File: config.mk
export PLATFORM = sky130hd
export DESIGN_NAME = col_readout_arbiter
export DESIGN_NICKNAME = d
export VERILOG_FILES = /design/src/rtl/col_readout_arbiter.sv
export SDC_FILE = /design/constraint.sdc
export NUM_CORES = 1
export LEC_CHECK = 0
export BUFFER_PORTS_ARGS = -buffer_cell sky130_fd_sc_hd__buf_2
export CAP_MARGIN = 10
export CORE_AREA = 2 2 114 116
export DETAILED_ROUTE_END_ITERATION = 7
export DIE_AREA = 0 0 116 118
export GPL_TIMING_DRIVEN = 0
export PLACE_DENSITY = 0.7
export SYNTH_ARGS = -nofsm -noshare
export SYNTH_HDL_FRONTEND = slang
export SYNTH_SLANG_ARGS = --single-unit
export TNS_END_PERCENT = 30
File: constraint.sdc
create_clock -name clk_40MHz -period 8.08 [get_ports clk_40MHz]
set_clock_uncertainty 0.1 [all_clocks]
set_input_delay 2.02 -clock clk_40MHz [delete_from_list [all_inputs] [get_ports clk_40MHz]]
set_output_delay 2.02 -clock clk_40MHz [all_outputs]
set_load 0.01 [all_outputs]
File: src/rtl/col_readout_arbiter.sv
// ---------------------------------------------------------------------------
// col_readout_arbiter
//
// Round-robin arbiter that drains NUM_COL column FIFOs into a single
// valid/ready output stream. Each delivered word is tagged with the index of
// the column it came from.
//
// Optional feature: define COL_MASK_EN to add the col_enable port. Without it,
// every column takes part in arbitration.
//
// Ports
//   clk_40MHz       in   clock
//   rst             in   synchronous active-high reset
//   col_fifo_empty  in   [NUM_COL]     per-column FIFO empty flag
//   col_fifo_dout   in   [NUM_COL*28]  per-column read data. Column k is at
//                                      bits [28k+27:28k] and is valid one
//                                      cycle after its read strobe.
//   col_fifo_rd     out  [NUM_COL]     one-hot read strobe
//   col_enable      in   [NUM_COL]     participation mask (COL_MASK_EN only)
//   out_data        out  [IDX_W+28]    {column index, 28-bit column word}
//   out_valid       out  out_data valid
//   out_ready       in   downstream accepts out_data
//   busy            out  transaction in progress
//   word_cnt        out  [16]          number of words delivered (wraps)
//
// Handshake: out_valid is held high, and out_data is held stable, until the
// first cycle on which out_valid & out_ready are both high. That cycle is the
// transfer. out_valid falls on the next cycle. out_ready has no effect while
// out_valid is low.
// ---------------------------------------------------------------------------
module col_readout_arbiter #(
  parameter int NUM_COL = 8,
  parameter int IDX_W   = 3
) (
  input  logic                   clk_40MHz,
  input  logic                   rst,
  input  logic [NUM_COL-1:0]     col_fifo_empty,
  input  logic [NUM_COL*28-1:0]  col_fifo_dout,
  output logic [NUM_COL-1:0]     col_fifo_rd,
`ifdef COL_MASK_EN
  input  logic [NUM_COL-1:0]     col_enable,
`endif
  output logic [IDX_W+27:0]      out_data,
  output logic                   out_valid,
  input  logic                   out_ready,
  output logic                   busy,
  output logic [15:0]            word_cnt
);

  typedef enum logic [1:0] {
    IDLE    = 2'd0,
    RD_WAIT = 2'd1,
    HOLD    = 2'd2
  } state_t;

  state_t             state;
  state_t             state_nxt;
  logic [IDX_W-1:0]   last_grant;
  logic [IDX_W-1:0]   grant_idx;
  logic               any_elig;
  logic [NUM_COL-1:0] eligible;
  logic [27:0]        sel_word;

`ifdef COL_MASK_EN
  assign eligible = ~col_fifo_empty & col_enable;
`else
  assign eligible = ~col_fifo_empty;
`endif

  // Rotating priority search. It starts at last_grant+1. The index wraps
  // naturally because NUM_COL is a power of two. On the final iteration the
  // offset truncates to 0, so last_grant itself is considered last.
  always_comb begin
    logic [IDX_W-1:0] cand;
    any_elig  = 1'b0;
    grant_idx = last_grant;
    cand      = '0;
    for (int i = 1; i <= NUM_COL; i++) begin
      cand = last_grant + IDX_W'(i);
      if (!any_elig && eligible[cand]) begin
        any_elig  = 1'b1;
        grant_idx = cand;
      end
    end
  end

  // Read data of the column granted in the previous (IDLE) cycle.
  always_comb begin
    sel_word = '0;
    for (int k = 0; k < NUM_COL; k++) begin
      if (last_grant == IDX_W'(k)) begin
        sel_word = col_fifo_dout[28*k +: 28];
      end
    end
  end

  // State register.
  always_ff @(posedge clk_40MHz) begin
    if (rst) begin
      state <= IDLE;
    end else begin
      state <= state_nxt;
    end
  end

  // Next-state logic.
  always_comb begin
    state_nxt = state;
    case (state)
      IDLE:    if (any_elig) state_nxt = RD_WAIT;
      RD_WAIT: state_nxt = HOLD;
      HOLD:    if (out_valid && out_ready) state_nxt = IDLE;
      default: state_nxt = IDLE;
    endcase
  end

  // FSM outputs. The strobe is gated by rst so that no read is issued during
  // the reset cycle, even when the state before reset was IDLE.
  always_comb begin
    col_fifo_rd = '0;
    busy        = 1'b0;
    case (state)
      IDLE: begin
        if (any_elig && !rst) col_fifo_rd[grant_idx] = 1'b1;
      end
      RD_WAIT, HOLD: busy = 1'b1;
      default: busy = 1'b0;
    endcase
  end

  // Datapath registers: grant pointer, output word and delivery counter.
  always_ff @(posedge clk_40MHz) begin
    if (rst) begin
      last_grant <= IDX_W'(NUM_COL - 1);
      out_data   <= '0;
      out_valid  <= 1'b0;
      word_cnt   <= '0;
    end else begin
      case (state)
        IDLE: begin
          if (any_elig) last_grant <= grant_idx;
        end
        RD_WAIT: begin
          // Capture unconditionally. Empty or enable changes after the grant
          // must not drop the word that was already read.
          out_data  <= {last_grant, sel_word};
          out_valid <= 1'b1;
        end
        HOLD: begin
          if (out_valid && out_ready) begin
            out_valid <= 1'b0;
            word_cnt  <= word_cnt + 16'd1;
          end
        end
        default: out_valid <= 1'b0;
      endcase
    end
  end

endmodule

==> results of run 1 <==
[worst paths after layout]
kind | endpoint | slack, ns | from
setup / recovery | col_fifo_rd[2] | 1.71 | col_fifo_empty[3]
hold / removal | out_data[13]$_SDFFE_PP0P_ | 0.39 | out_data[13]$_SDFFE_PP0P_
setup reg to reg | last_grant[2]$_SDFFE_PP1P_ | 4.49 | last_grant[0]$_SDFFE_PP1P_
hold reg to reg | out_data[13]$_SDFFE_PP0P_ | 0.39 | out_data[13]$_SDFFE_PP0P_
[per-layer routing]
layer  global-route usage  up-vias  share of wire
li1                     -     3029              -
met1                0.419     2901           0.43
met2                0.507      325           0.47
met3               0.0474       32          0.081
met4               0.0759        0          0.017
met5                    0        -              0
[worst max-delay path, cell delays in order]
cell      delay (ns)
buf_2           0.15
mux4_2          0.27
mux2i_1         0.15
nor4b_1         0.66
o211ai_1        0.17
a32o_1          0.33
nand2b_4        0.16
nor3_1          0.18
buf_2           0.16
[cell families after synthesis]
group           share of synthesized area
simple gates                        0.213
flops                               0.215
xor+xnor                           0.0387
fa+ha+maj                          0.0278
compound gates                      0.320
buf+inv                            0.0678
mux                                 0.118
[layout by cell type, fill, tap and decap left out, drive strengths merged, types with 3 or more instances in the layout]
master,instances
a211oi,30
a21oi,35
a221oi,29
a311oi,28
and2,3
and3,5
buf,306
clkbuf,55
dfxtp,53
diode,4
ha,11
inv,7
mux2,7
mux2i,12
mux4,15
nand2,77
nand2b,4
nand3,9
nor2,117
nor2b,3
nor3,14
o211ai,31
o21ai,5
o311ai,29
xnor2,7
xor2,14
[through the flow]
| step | setup WS (ns) | hold WS [ns] | power [uW] | area, sq um | instances |
|---|---|---|---|---|---|
| 2_1_floorplan | 2.09 | 0.391 | 1480 | 4950 | 635 |
| 3_3_place_gp | 1.74 | 0.372 | 1950 | 6610 | 1097 |
| 3_5_place_dp | 1.77 | 0.378 | 1950 | 6610 | 1097 |
| 4_1_cts | 1.76 | 0.386 | 2150 | 6750 | 1105 |
| 5_1_grt | 1.56 | 0.408 | 2330 | 6760 | 1109 |
| 6_report | 1.71 | 0.386 | 2180 | 6760 | 1109 |
[layout make-up]
type                    instances  share of cell area
diodes                          4             0.00148
plain buffers                  63              0.0431
clock buffers                   8              0.0202
inverters                       8             0.00648
multi-input cells             511               0.525
flip-flops and latches         53               0.157
well taps                     172              0.0318
repair buffers                290               0.215
[power groups by stage]
| stage | Combinational, uW | Sequential [uW] | Clock, uW |
|---|---|---|---|
| final | 1620 | 351 | 202 |
| after global routing | 1760 | 358 | 215 |
| after CTS | 1600 | 351 | 205 |
| after detailed placement | 1590 | 355 | 0 |
| after global placement | 1590 | 354 | 0 |
| after floorplan | 1110 | 372 | 0 |
[registers in the layout (all words and copies together) (netlist names)]
signal,count
out_data,31
word_cnt,16
out_valid,1
state,2
last_grant,3
==> flow_metrics.py, run 1 <==
metrics = {
    "logic_synthesis": {
        "yosysMostFrequentCell": "nor2_1",
        "yosysSeqAreaShare": 0.215,
        "synth-edff-count": 0,
        "avgSynthCellArea_sq_um": 7.79,
        "synthCells": 635,
        "syn_area_sq_mm": 0.00495,
        "synth_cell_types": 63,
        "ys.flop_type": "dfxtp_1",
        "netlist.area_leader.share": 0.215,
        "post-synth-top-area-cell": "dfxtp_1",
        "netlist_top_cells_count": "nor2_1, nand2_1, dfxtp_1",
        "synthTopCellsByArea": "dfxtp_1, nor2_1, nand2_1",
        "async_reset_ff_frac": 0,
        "ys_seq_elements": 53,
        "yosysWarnings": 0,
        "syn_nets": 881,
    },
    "power": {
        "p_clk_frac": 0.093,
        "p_leak_uw": 0.00295,
        "p_sw_uw": 1100,
        "intPower_uw": 1070,
        "p_per_area_mw_per_mm2": 322,
        "peakVddDrop_mv": 0.138,
        "power_frac_comb": 0.746,
        "pwr-share-seq": 0.161,
        "swShare": 0.507,
    },
    "clocking": {
        "numCtsBuffers": 5,
        "h-tree-depth": 2,
        "cts_resized": 0,
        "cts_tree": "done",
        "hold_buffers": 0,
        "clk_latency_ns": 0.28,
        "root_buffer": "clkbuf_16",
        "cts_num_sinks": 53,
        "clk_path_buf_depth": 2,
        "clk_pin_slew_ns": 0.06,
        "postCtsSetupBuffers": 0,
    },
    "floorplanning": {
        "rows": 41,
        "io_pins": 292,
        "die_area_sq_mm": 0.0137,
        "die_w_um": 116,
        "dieHeight_um": 118,
        "core_area_sq_mm": 0.0124,
        "start_util": 0.398,
    },
    "sta": {
        "max-slew-margin-rel": 0.542,
        "setup-violations-final": 0,
        "slew_violations": 0,
        "rsz0062_at_grt": "no",
        "finalSetupTns_ns": 0,
        "fin_crit_sh": 0.789,
        "hold_violations": 0,
        "worst_pin_slew_ns": 0.678,
        "fmax_mhz": 157,
        "finalWorstPathRequiredPeriod_ns": 6.37,
    },
    "run_status": {
        "status": "finished, final reports clean",
    },
    "global_routing": {
        "grt_pass1_wl_um": 32900,
        "grt_start_max_net_pins": 15,
        "grt_usage": 0.308,
        "antenna_found_initial": 4,
        "grt_pass1_vias": 5961,
        "overflow": 0,
    },
    "finish": {
        "fillCellCount": 1263,
        "multi_input_area_sq_mm": 0.00355,
        "layout-drive-gt1-share": 0.363,
        "areaGrowthSynthToFinish_pct": 36.7,
        "nNetsFinal": 1178,
        "finish.utilization": 0.544,
        "regArea_sq_mm": 0.00106,
    },
    "worst_setup_path": {
        "required_ns": 5.96,
        "cp.arrival_ns": 4.25,
        "worstSetupPathType": "input port to output port",
        "cp-end-kind": "output port",
        "start_kind": "input port",
        "ff2ff_path_depth": 12,
        "worst-path-max-fanout": 8,
    },
    "drt": {
        "drt-wirelength-per-cell_um": 19.6,
        "drc": 0,
        "routed_via_density": 5.67,
        "ant_nets": 0,
        "vias": 6287,
        "drt-initial-drc-count": 519,
        "drt_first_pass_iters": 5,
        "drt_wl_total_um": 21700,
    },
    "hold_path": {
        "min_path_type": "flip-flop to flip-flop",
        "hold_depth": 2,
    },
    "placement": {
        "portBuffers": 290,
        "dpl.hpwl_um": 18100,
        "gp_congestion": 1.03,
    },
    "run": {
        "drv_cap": 0,
    },
}
Note: power is estimated with default switching activity, not from simulation.
==> run 2: changes to the inputs <==
Settings changed: CORE_AREA 2 2 114 116 to 2 2 113 115, DIE_AREA 0 0 116 118 to 0 0 115 117, PLACE_DENSITY 0.7 to 0.74.
Clock period 8.08 ns to 5.7 ns, I/O delays scaled along.
==> flow_metrics.py, run 2 (same netlist as run 1, synthesis figures left out) <==
metrics = {
    "run_status": {
        "status": "finished, final reports clean",
    },
    "worst_setup_path": {
        "slowest_stage": "nor4b_1",
        "worst-path-max-fanout": 10,
        "crit_top_cell": "buf_6",
        "cp-end-kind": "output port",
        "timing.rr.end": "last_grant[2]$_SDFFE_PP1P_",
        "ff2ff_path_depth": 11,
        "path_depth": 13,
        "critical-path-max-stage-delay_ns": 0.60,
        "r2r_slack_ns": 2.07,
        "required_ns": 4.18,
        "worstSetupPathType": "flip-flop to output port",
        "crit_path_start": "last_grant[0]$_SDFFE_PP1P_",
        "rr_startpoint": "last_grant[0]$_SDFFE_PP1P_",
        "cp.arrival_ns": 3.92,
        "start_kind": "flip-flop",
        "crit_chain": "buf_6 > buf_12 > bufinv_8 > ha_1 > buf_6 > mux4_2 > mux2i_4 > nor4b_1 > o211ai_1 > a32o_1 > nand2b_4 > nor3_1 > buf_2",
        "path_buf_inv": 5,
        "critPathTopFamily": "simple AND/OR/NAND/NOR gates",
    },
    "power": {
        "p_total_uw": 3170,
        "peakVddDrop_mv": 0.174,
        "p_per_area_mw_per_mm2": 467,
        "p_leak_uw": 0.00298,
    },
    "clocking": {
        "root_buffer": "clkbuf_16",
        "postCtsSetupBuffers": 0,
        "clk_pin_slew_ns": 0.07,
        "numCtsBuffers": 5,
        "cts_resized": 0,
        "clk_path_buf_depth": 2,
        "cts_num_sinks": 53,
        "clk_latency_ns": 0.29,
        "h-tree-depth": 2,
        "cts_tree": "done",
        "hold_buffers": 0,
    },
    "global_routing": {
        "antenna_found_initial": 2,
        "grt_pass1_wl_um": 31900,
        "grt_pass1_vias": 5897,
        "grt_util_met3": 0.0633,
        "grt_start_max_net_pins": 17,
        "grtUsageMet2": 0.498,
        "grt_usage": 0.307,
        "busiest_layer": "met2",
        "overflow": 0,
        "met1_usage": 0.407,
    },
    "drt": {
        "drt_wl_total_um": 21200,
        "drc": 0,
        "drt-initial-drc-count": 512,
        "drt-wirelength-per-cell_um": 19.5,
        "vias": 6297,
        "routed_via_density": 5.80,
        "drt_first_pass_iters": 5,
        "ant_nets": 0,
    },
    "finish": {
        "reg_top3": "out_data: 31 flops, word_cnt: 16 flops, last_grant: 3 flops",
        "nNetsFinal": 1178,
        "final_common_cell": "buf_2",
        "largest_reg_flops": 31,
        "layout-drive-gt1-share": 0.367,
        "final_cell_mix": "buf_2, nor2_1, nand2_1",
        "areaGrowthSynthToFinish_pct": 37.1,
        "regMostFlops": "out_data",
    },
    "run": {
        "drv_cap": 0,
    },
    "sta": {
        "fmax_mhz": 184,
        "fin_crit_sh": 0.955,
        "finalWorstPathRequiredPeriod_ns": 5.44,
        "worst_pin_slew_ns": 0.628,
        "finalSetupTns_ns": 0,
        "slew_violations": 0,
        "setup-violations-final": 0,
        "hold_violations": 0,
        "max-slew-margin-rel": 0.576,
        "rsz0062_at_grt": "no",
    },
    "placement": {
        "dpl.hpwl_um": 17700,
        "portBuffers": 290,
        "gp_congestion": 1.06,
    },
    "floorplanning": {
        "die_w_um": 115,
        "core_area_sq_mm": 0.0123,
        "die_area_sq_mm": 0.0135,
        "io_pins": 292,
        "rows": 41,
        "dieHeight_um": 117,
        "start_util": 0.402,
    },
    "hold_path": {
        "min_path_type": "flip-flop to flip-flop",
        "hold_start": "out_data[16]$_SDFFE_PP0P_",
        "hold_depth": 2,
        "hold-path-endpoint": "out_data[16]$_SDFFE_PP0P_",
    },
}
[run 2: changes by cell type in the layout (fill, tap and decap cells not counted), sizes merged]
cell    before  now
diode        4    3
bufinv       1    3
clkbuf      55   52
clkinv       0    1
[run 2: worst max path at each step]
stage / end
6_report: col_fifo_rd[3]
5_1_grt: col_fifo_rd[2]
4_1_cts: col_fifo_rd[6]
3_5_place_dp: col_fifo_rd[0]
3_3_place_gp: col_fifo_rd[1]
2_1_floorplan: col_fifo_rd[2]
[run 2: worst register-to-register path: stages, from the launching register on]
cell	delay (ns)
dfxtp_1	0.42
buf_6	0.18
buf_12	0.15
bufinv_8	0.22
ha_1	0.35
buf_6	0.18
mux4_2	0.53
mux2_4	0.33
nand3_2	0.17
o41ai_4	0.13
or4_1	0.52
a31o_1	0.24
[run 2: layer usage]
| layer | part of all wire | up-vias | wire length (um) |
|---|---|---|---|
| li1 | - | 3038 | - |
| met1 | 0.44 | 2894 | 9270 |
| met2 | 0.46 | 317 | 9650 |
| met3 | 0.078 | 48 | 1660 |
| met4 | 0.029 | 0 | 619 |
| met5 | 0 | - | 0 |
[run 2: final cells by class]
| class | count | area, sq um |
|---|---|---|
| Inverter | 8 | 43.8 |
| Timing Repair Buffer | 290 | 1450 |
| Clock buffer | 5 | 125 |
| Buffer | 63 | 292 |
| Multi-Input combinational cell | 511 | 3550 |
| Tap cell | 150 | 188 |
| Sequential cell | 53 | 1060 |
| Clock inverter | 3 | 65.1 |
| Antenna cell | 3 | 7.51 |
| Fill cell | 1228 | 5530 |
[run 2: metrics by stage]
stage	std cells	util	setup slack, ns	area [sq um]	hold slack, ns
3_3_place_gp	1075	0.535	0.555	6590	0.371
2_1_floorplan	635	-	0.903	4950	0.391
5_1_grt	1085	0.551	0.0828	6780	0.410
3_5_place_dp	1075	0.535	0.537	6590	0.376
6_report	1086	0.551	0.255	6780	0.386
4_1_cts	1083	0.550	0.306	6780	0.385
[run 2: where the power goes]
group          switching [uW]  internal, uW  total, uW
registers                50.9           448        499
clock network             134           251        385
logic                    1370           910       2280
total                    1560          1610       3170
==> run 3: changes to the inputs <==
Settings changed: PLACE_DENSITY 0.74 to 0.78.
==> flow_metrics.py, run 3 (same netlist as run 1, synthesis figures left out) <==
metrics = {
    "placement": {
        "dpl.hpwl_um": 17700,
        "portBuffers": 290,
        "placed_area_sq_mm": 0.00659,
        "dp_slack_ns": 0.567,
        "gp_congestion": 0.999,
    },
    "clocking": {
        "clk_pin_slew_ns": 0.07,
        "cts_resized": 0,
        "clk_path_buf_depth": 2,
        "numCtsBuffers": 5,
        "hold_buffers": 0,
        "h-tree-depth": 2,
        "cts_tree": "done",
        "clk_latency_ns": 0.29,
        "postCtsSetupBuffers": 0,
        "cts_num_sinks": 53,
        "root_buffer": "clkbuf_16",
    },
    "drt": {
        "drt_first_pass_iters": 5,
        "drt-wirelength-per-cell_um": 19.6,
        "ant_nets": 0,
        "routed_via_density": 5.88,
        "drt_wl_total_um": 21300,
        "drc": 0,
        "vias": 6382,
        "drt-initial-drc-count": 709,
    },
    "sta": {
        "finalWorstPathRequiredPeriod_ns": 5.32,
        "fmax_mhz": 188,
        "setup-violations-final": 0,
        "worst_pin_slew_ns": 0.613,
        "fin_crit_sh": 0.933,
        "rsz0062_at_grt": "no",
        "finalSetupTns_ns": 0,
        "hold_slack_ns": 0.383,
        "max-slew-margin-rel": 0.591,
        "hold_violations": 0,
        "setup_ws_ns": 0.384,
        "slew_violations": 0,
    },
    "run": {
        "drv_cap": 0,
    },
    "global_routing": {
        "busiest_layer": "met2",
        "grtUsageMet2": 0.465,
        "grt_pass1_vias": 5560,
        "antenna_found_initial": 3,
        "grt_pass1_wl_um": 30800,
        "overflow": 0,
        "met1_usage": 0.427,
        "grt_start_max_net_pins": 17,
        "grt_util_met3": 0.0479,
        "grt_usage": 0.297,
    },
    "finish": {
        "regMostFlops": "out_data",
        "finish.utilization": 0.549,
        "multi_input_area_sq_mm": 0.00355,
        "areaGrowthSynthToFinish_pct": 36.7,
        "layout-drive-gt1-share": 0.365,
        "final_common_cell": "buf_2",
        "fillCellCount": 1190,
        "regArea_sq_mm": 0.00106,
        "final_cell_mix": "buf_2, nor2_1, nand2_1",
        "largest_reg_flops": 31,
        "fin_area_sq_mm": 0.00676,
        "nNetsFinal": 1178,
        "reg_top3": "out_data: 31 flops, word_cnt: 16 flops, last_grant: 3 flops",
    },
    "hold_path": {
        "min_path_type": "flip-flop to flip-flop",
    },
    "power": {
        "p_leak_uw": 0.00297,
        "p_per_area_mw_per_mm2": 460,
        "p_sw_uw": 1540,
        "pwr-share-seq": 0.161,
        "p_clk_frac": 0.110,
        "swShare": 0.496,
        "peakVddDrop_mv": 0.199,
        "intPower_uw": 1570,
        "power_frac_comb": 0.729,
    },
    "floorplanning": {
        "die_w_um": 115,
        "io_pins": 292,
        "die_area_sq_mm": 0.0135,
        "core_area_sq_mm": 0.0123,
        "start_util": 0.402,
        "dieHeight_um": 117,
        "rows": 41,
    },
    "worst_setup_path": {
        "required_ns": 4.18,
        "critical_path.endpoint": "col_fifo_rd[2]",
        "ff2ff_path_depth": 12,
        "worst-path-max-fanout": 10,
        "r2r_slack_ns": 2.06,
        "crit_chain": "buf_6 > buf_12 > bufinv_8 > ha_1 > buf_6 > mux4_2 > mux2i_1 > nor4b_1 > o211ai_1 > a32o_1 > nand2b_4 > nor3_1 > buf_2",
        "crit_top_cell": "buf_6",
        "slowest_stage": "nor4b_1",
        "critical-path-max-stage-delay_ns": 0.56,
        "crit_path_start": "last_grant[0]$_SDFFE_PP1P_",
        "cp.arrival_ns": 3.79,
        "rr_startpoint": "last_grant[0]$_SDFFE_PP1P_",
        "cp-end-kind": "output port",
        "start_kind": "flip-flop",
        "worstSetupPathType": "flip-flop to output port",
        "timing.rr.end": "last_grant[2]$_SDFFE_PP1P_",
    },
    "run_status": {
        "status": "finished, final reports clean",
    },
}
[run 3: power by group through the flow]
stage / Clock [uW] / Combinational (uW) / Sequential (uW)
floorplan: 0 / 1570 / 528
global placement: 0 / 2200 / 505
detailed placement: 0 / 2220 / 506
CTS: 343 / 2230 / 499
global route: 356 / 2470 / 509
finish: 341 / 2270 / 501
[run 3: critical path, delay by kind of cell, from the launching register on]
family | cells | cell delay, ns
mux | 2 | 0.49
flops | 1 | 0.43
fa+ha+maj | 1 | 0.34
compound gates | 2 | 0.48
simple gates | 3 | 0.91
buf+inv | 5 | 0.87
[run 3: metrics by stage]
step | total power, uW | cells
floorplan | 2100 | 635
global placement | 2710 | 1075
detailed placement | 2720 | 1075
CTS | 3070 | 1083
global route | 3330 | 1086
finish | 3110 | 1086
[run 3: cell type report]
cell class / count / area share
Antenna cell: 3 / 0.00111
Buffer: 63 / 0.0431
Clock buffer: 6 / 0.0191
Clock inverter: 2 / 0.00574
Inverter: 8 / 0.00648
Multi-Input combinational cell: 511 / 0.525
Sequential cell: 53 / 0.157
Tap cell: 150 / 0.0278
Timing Repair Buffer: 290 / 0.215
[run 3: worst min-delay path by stage]
stage | depth (start not counted) | to | slack, ns | startpoint
final | 2 | out_data[8]$_SDFFE_PP0P_ | 0.38 | out_data[8]$_SDFFE_PP0P_
after global routing | 2 | out_data[15]$_SDFFE_PP0P_ | 0.40 | out_data[15]$_SDFFE_PP0P_
after CTS | 2 | out_data[8]$_SDFFE_PP0P_ | 0.38 | out_data[8]$_SDFFE_PP0P_
after detailed placement | 2 | out_data[22]$_SDFFE_PP0P_ | 0.37 | out_data[22]$_SDFFE_PP0P_
after global placement | 2 | out_data[10]$_SDFFE_PP0P_ | 0.37 | out_data[10]$_SDFFE_PP0P_
after floorplan | 2 | state[1]$_SDFFE_PP0P_ | 0.39 | state[1]$_SDFFE_PP0P_
[run 3: routing by layer]
metal | vias to the layer above | wire length, um
li1 | 3034 | -
met1 | 2963 | 9190
met2 | 359 | 9790
met3 | 26 | 1930
met4 | 0 | 372
met5 | - | 0
